[config.mk]
export PLATFORM = sky130hd
export DESIGN_NAME = pc_sequencer
export DESIGN_NICKNAME = d
export VERILOG_FILES = /design/src/rtl/pc_sequencer.sv
export SDC_FILE = /design/constraint.sdc
export NUM_CORES = 1
export LEC_CHECK = 0
export CELL_PAD_IN_SITES_DETAIL_PLACEMENT = 1
export CELL_PAD_IN_SITES_GLOBAL_PLACEMENT = 2
export CORE_ASPECT_RATIO = 1.5
export CORE_MARGIN = 5
export CORE_UTILIZATION = 23
export CTS_BUF_LIST = sky130_fd_sc_hd__clkbuf_4
export CTS_CLUSTER_DIAMETER = 150
export CTS_CLUSTER_SIZE = 14
export DETAILED_ROUTE_END_ITERATION = 7
export PLACE_DENSITY_LB_ADDON = 0.1
export SYNTH_ARGS = -nofsm -noshare
export SYNTH_HDL_FRONTEND = slang
export SYNTH_SLANG_ARGS = --single-unit
[constraint.sdc]
create_clock -name clk -period 3.2 [get_ports clk]
set_clock_uncertainty 0.15 [all_clocks]
set_input_delay 0.96 -clock clk [delete_from_list [all_inputs] [get_ports clk]]
set_output_delay 0.96 -clock clk [all_outputs]
set_load 0.05 [all_outputs]
[src/rtl/pc_sequencer.sv]
// pc_sequencer: fetch PC sequencer with branch redirect, stall and halt.
// Optional macro PC_BRANCH_COUNT_EN adds a saturating taken-branch counter.
//
// Ports:
//   clk         system clock, rising edge
//   rst         asynchronous active-low reset
//   stall       hold pc, ignore imem_ack
//   br_valid    branch resolution valid
//   br_taken    branch taken (qualified by br_valid)
//   br_target   branch target address
//   halt        halt request
//   imem_ack    instruction word returned for pc
//   pc          registered fetch address
//   next_pc     pc + 4 (combinational)
//   imem_req    fetch request, high only while fetching
//   instr_valid one-cycle pulse, fetched word valid
//   flush       one-cycle pulse, squash younger instructions
//   halted      core halted
//   br_count    taken-branch count (PC_BRANCH_COUNT_EN only)

module pc_sequencer #(
  parameter logic [31:0] RESET_PC = 32'h0000_0000
) (
  input  logic        clk,
  input  logic        rst,
  input  logic        stall,
  input  logic        br_valid,
  input  logic        br_taken,
  input  logic [31:0] br_target,
  input  logic        halt,
  input  logic        imem_ack,
  output logic [31:0] pc,
  output logic [31:0] next_pc,
  output logic        imem_req,
  output logic        instr_valid,
  output logic        flush,
  output logic        halted
`ifdef PC_BRANCH_COUNT_EN
  ,
  output logic [15:0] br_count
`endif
);

  typedef enum logic [1:0] {
    S_IDLE,
    S_FETCH,
    S_FLUSH,
    S_HALTED
  } state_t;

  state_t      r_state;
  state_t      w_state_nxt;
  logic [31:0] r_pc;
  logic [31:0] w_pc_nxt;
  logic [31:0] w_pc_inc;
  logic        r_ivalid;
  logic        w_ivalid_nxt;
  logic        r_flush;
  logic        w_flush_nxt;
  logic        r_halted;
  logic        w_halted_nxt;
  logic        w_fetch;
  logic        w_br_take;

  // 32-bit add wraps naturally at 2^32
  assign w_pc_inc  = r_pc + 32'd4;
  assign w_fetch   = (r_state == S_FETCH);
  assign w_br_take = w_fetch & br_valid & br_taken;

  always_comb begin
    w_state_nxt  = r_state;
    w_pc_nxt     = r_pc;
    w_ivalid_nxt = 1'b0;
    w_flush_nxt  = 1'b0;
    w_halted_nxt = r_halted;
    unique case (r_state)
      S_IDLE: begin
        w_state_nxt = S_FETCH;
      end
      S_FETCH: begin
        // taken branch beats halt, stall and ack
        if (w_br_take) begin
          w_pc_nxt    = {br_target[31:2], 2'b00};
          w_flush_nxt = 1'b1;
          w_state_nxt = S_FLUSH;
        end else if (halt) begin
          w_halted_nxt = 1'b1;
          w_state_nxt  = S_HALTED;
        end else if (!stall && imem_ack) begin
          w_pc_nxt     = w_pc_inc;
          w_ivalid_nxt = 1'b1;
        end
      end
      S_FLUSH: begin
        w_state_nxt = S_FETCH;
      end
      S_HALTED: begin
        w_halted_nxt = 1'b1;
      end
      default: begin
        w_state_nxt = S_IDLE;
      end
    endcase
  end

  always_ff @(posedge clk or negedge rst) begin
    if (!rst) begin
      r_state  <= S_IDLE;
      r_pc     <= RESET_PC;
      r_ivalid <= 1'b0;
      r_flush  <= 1'b0;
      r_halted <= 1'b0;
    end else begin
      r_state  <= w_state_nxt;
      r_pc     <= w_pc_nxt;
      r_ivalid <= w_ivalid_nxt;
      r_flush  <= w_flush_nxt;
      r_halted <= w_halted_nxt;
    end
  end

`ifdef PC_BRANCH_COUNT_EN
  logic [15:0] r_br_cnt;

  always_ff @(posedge clk or negedge rst) begin
    if (!rst) begin
      r_br_cnt <= 16'h0000;
    end else if (w_br_take && (r_br_cnt != 16'hFFFF)) begin
      r_br_cnt <= r_br_cnt + 16'd1;
    end
  end

  assign br_count = r_br_cnt;
`endif

  assign pc          = r_pc;
  assign next_pc     = w_pc_inc;
  assign imem_req    = w_fetch;
  assign instr_valid = r_ivalid;
  assign flush       = r_flush;
  assign halted      = r_halted;

endmodule

## Yosys cells after proc, flatten, opt, wreduce, memory -nomap -nowiden

Index checks and enable logic that the tools add are counted.
Widths: inputs -> output; s select.

- $add $sub $neg: 1
- Equal/unequal tests: 7
- Muxes and demuxes: 15
- Bitwise operators: 2
- Reduce and logical (&&, ||, !) cells: 10

Operators with widths:

| operator | number |
|---|---|
| $mux 32 | 3 |
| $add 32x3->32 const B | 1 |
| $mux 1 | 8 |
| $reduce_and 3->1 | 2 |
| $reduce_bool 2->1 | 3 |
| $eq 2x2->1 const B | 2 |
| $mux 2 | 2 |
| $ne 2x2->1 const B | 2 |
| $pmux 2 s2 | 1 |
| $ne 3x2->1 const B | 1 |
| $and 1x1->1 | 2 |
| $eq 2x1->1 const B | 1 |
| $logic_not 2->1 | 1 |
| $ne 2x1->1 const B | 1 |
| $pmux 1 s2 | 1 |
| $reduce_and 2->1 | 1 |
| $reduce_or 2->1 | 1 |
| $logic_and 1x1->1 | 1 |
| $logic_not 1->1 | 1 |

- Bits in registers: 37
- Input port bits: 39
- Output and inout port bits: 68
- Word-level logic and storage cells: 40

## Longest topological paths before layout

- Word-level depth: 6
- Mapped depth: 7
- Gate-level depth less buffers: 6

## Worst setup path before layout

OpenSTA, ideal clock, no wires.

- Kind: reg-to-output
- From: register r_pc[2], in the netlist pc[2]
- To: output next_pc[22]
- Data arrival time: 2.776 ns
- Data required time: 2.090 ns
- Setup slack: -0.686 ns
- Cell stages (with the launch flop): 7
- Buffers on the path: 0
- Cell sequence: dfrtp_1 ha_1 nand3_1 nor4_4 and2_2 nand2_1 xnor2_1

- Longest elaborated chain between the ends: 1

RTL lines:

| element | RTL line | source |
|---|---|---|
| from (decl) | 53 | `logic [31:0] r_pc;` |
| from (signal assigned) | 115 | `r_pc <= w_pc_nxt;` |
| $add 32x3->32 | 66 | `assign w_pc_inc = r_pc + 32'd4;` |
| to (decl) | 33 | `output logic [31:0] next_pc,` |

No other way between the ends.

## Final worst setup path

- From: register r_pc[12], in the netlist pc[12]
- To: output next_pc[31]

Same word-level chain as after synthesis.

==> results_dict.tcl <==
set metrics [dict create \
    fin_crit_ns 3.16 \
    path_delay_family "simple AND/OR/NAND/NOR gates" \
    netlist.area_leader.share 0.387 \
    syn_area_um2 2260 \
    first_pass_iters 4 \
    synth_most_common_cell "dfrtp_1" \
    synth_edf_count 0 \
    grt_max_degree 36 \
    worstSetupStartpointType "flop" \
    period_share 0.989 \
    die_area_um2 12000 \
    worstReg2RegEnd "pc[31]" \
    rows 44 \
    cts_tree "built" \
    routedWlPerCell_um 18.0 \
    path_max_fanout 6 \
    p_per_area_nw_per_um2 507 \
    critPathArrivalTime_ns 2.05 \
    synth_common_cells "35 x dfrtp_1, 31 x nand2_1, 23 x xnor2_1" \
    synth_area_leaders "dfrtp_1 39%, xnor2_1 8.9%, nand2_1 5.1%" \
    status "completed" \
    critPathKind "reg -> out" \
    fp.dieH_um 131 \
    crit_start "pc[12]" \
    path_clk_slew_ns 0.12 \
    reg2reg_slack_ns 1.11 \
    vias_per_cell 4.86 \
    setup_viol 0 \
    track_usage 0.154 \
    p_leak_nw 1.91 \
    initial_core_util 0.235 \
    cts_made_buffers 5 \
    clockBufferDepth 2 \
    fin_nets 437 \
    worstSetupEndpointType "output port" \
    worst-path-stages 6 \
    crit_chain "nand3_4 > nor4_4 > buf_4 > nand4_1 > xnor2_4 > buf_12" \
    worstSetupEndpoint "next_pc[31]" \
    via_count 2492 \
    crit_slowest_cell "dfrtp_2" \
    grt_pass1_vias 2693 \
    drive_above_1_share 0.364 \
    syn2layout_area_growth_pct 93.7 \
    synth_area_leader_cell "dfrtp_1" \
    num_io_pins 107 \
    total_power_w 0.00222 \
    drv_cap 0 \
    htree_levels 2 \
    first_iter_violations 66 \
    final_core_util 0.455 \
    hold_path.class "reg -> reg" \
    max-slew-margin-rel 0.423 \
    grt_pass1_wl_mm 14.9 \
    holdPathStages 1 \
    max_freq_mhz 316 \
    clkLatencyLatePin_ns 0.35 \
    die_w_um 91.0 \
    ys_ff_latch 35 \
    tns_ns 0 \
    gp_congestion 0.787 \
    clock_sinks 35 \
    rr_startpoint "pc[12]" \
    wl_mm 9.24 \
    root_buffer "clkbuf_4" \
    path_buf_inv 2 \
    syn_area_per_cell_um2 8.87 \
    r2r_cells 6 \
    drc 0 \
    ys_warn_count 0 \
    dp_hpwl_mm 6.97 \
    ys_async_sr_fraction 1.00 \
    worstMarginPinSlew_ns 0.865 \
    cp.required_ns 2.09 \
    rsz0062_at_grt "true" \
    seq_area_frac_synth 0.387 \
    fillers 1064 \
    hold_buffers 0 \
    cpPeakStageDelay_ns 0.41 \
    n_antenna_cell 0 \
    port_buffers 100 \
    synthFlopType "dfrtp_1" \
    drv_slew 0 \
    synthCells 255 \
    vdd_drop_max_mv 0.306 \
    hold_violations 0 \
    antenna_found_initial 0 \
    postRouteAntennaNets 0 \
    yosysUniqueCellTypes 48 \
    coreArea_um2 9630 \
    overflow 0 \
]
layer usage:
layer | routed length, µm | vias up | part of all wire | GRT usage
li1 | - | 1195 | - | -
met1 | 3760 | 1228 | 0.41 | 0.186
met2 | 4970 | 64 | 0.54 | 0.277
met3 | 426 | 5 | 0.046 | 0.0315
met4 | 87 | 0 | 0.0094 | 0.0318
met5 | 0 | - | 0 | 0
placed cells by master, fill, tap and decap left out, types with 4 or more instances in the layout:
cell,instances
nand4_1,7
clkbuf_4,6
dfrtp_2,22
dfrtp_1,13
o21ai_0,18
xnor2_4,10
a21oi_1,10
xor2_1,6
nand3_1,12
and3_1,6
xnor2_2,7
buf_12,23
nand2_1,29
o311ai_0,4
a31oi_1,6
xnor2_1,6
conb_1,4
nor2_1,15
clkdlybuf4s50_1,72
o2bb2ai_1,4
inv_1,6
a22o_1,4
a21o_1,4
buf_4,49
nand3_2,4
registers in the layout, summed over array words and instances, names as in the netlist:
register	count
halted	1
r_state	2
flush	1
instr_valid	1
pc	30
worst min path at each step:
stage	slack (ns)	from	end
after floorplan	0.34	r_state[0]	r_state[1]
final	0.37	halted	halted
after global placement	0.34	halted	halted
after CTS	0.37	halted	halted
after detailed placement	0.34	halted	halted
after global routing	0.40	halted	halted
kinds of logic (layout without fill, tap and decap cells):
family / count (synthesis) / in the layout / synth area share
buffers and inverters: 24 / 164 / 0.0481
other: 1 / 4 / 0.00166
and+or+nand+nor: 100 / 100 / 0.251
xor gates and xnor gates: 31 / 31 / 0.120
AOI/OAI and AO/OA: 63 / 63 / 0.186
DFF: 35 / 35 / 0.387
adders and majority gates: 1 / 1 / 0.00553
final cells by class:
type                       count  area, µm²  share of cell area
sequential                    35        903               0.206
multi-input combinational    199       1660               0.378
tap                          115        144              0.0328
inverter                       7       26.3             0.00599
clock inverter                 2       8.76             0.00200
timing repair buffer         149       1600               0.365
clock buffer                   6       45.0              0.0103
what timing repair did:
| item | 4_1_cts | 5_1_grt |
|---|---|---|
| gates resized for setup | 10 | 16 |
| setup buffers | 16 | 9 |
| setup endpoints to repair | 19 | 18 |
| pin swaps | 10 | 13 |
| hold endpoints to repair | 0 | 0 |
metrics by stage:
stage          instances  hold WS, ns  cell area [µm²]  worst slack [ns]
3_5_place_dp         480        0.342             4020             0.174
5_1_grt              513        0.399             4380           -0.0836
3_3_place_gp         480        0.339             4020             0.182
6_report             513        0.371             4380            0.0360
2_1_floorplan        258        0.344             2560          -0.00922
4_1_cts              504        0.374             4240           -0.0464
where the power goes:
part           switching [W]  internal (W)  total, W
Combinational       0.000774      0.000575   0.00135
Sequential          0.000100      0.000516  0.000616
Clock               0.000165     0.0000912  0.000256
Note: power is estimated with default switching activity, not from simulation.
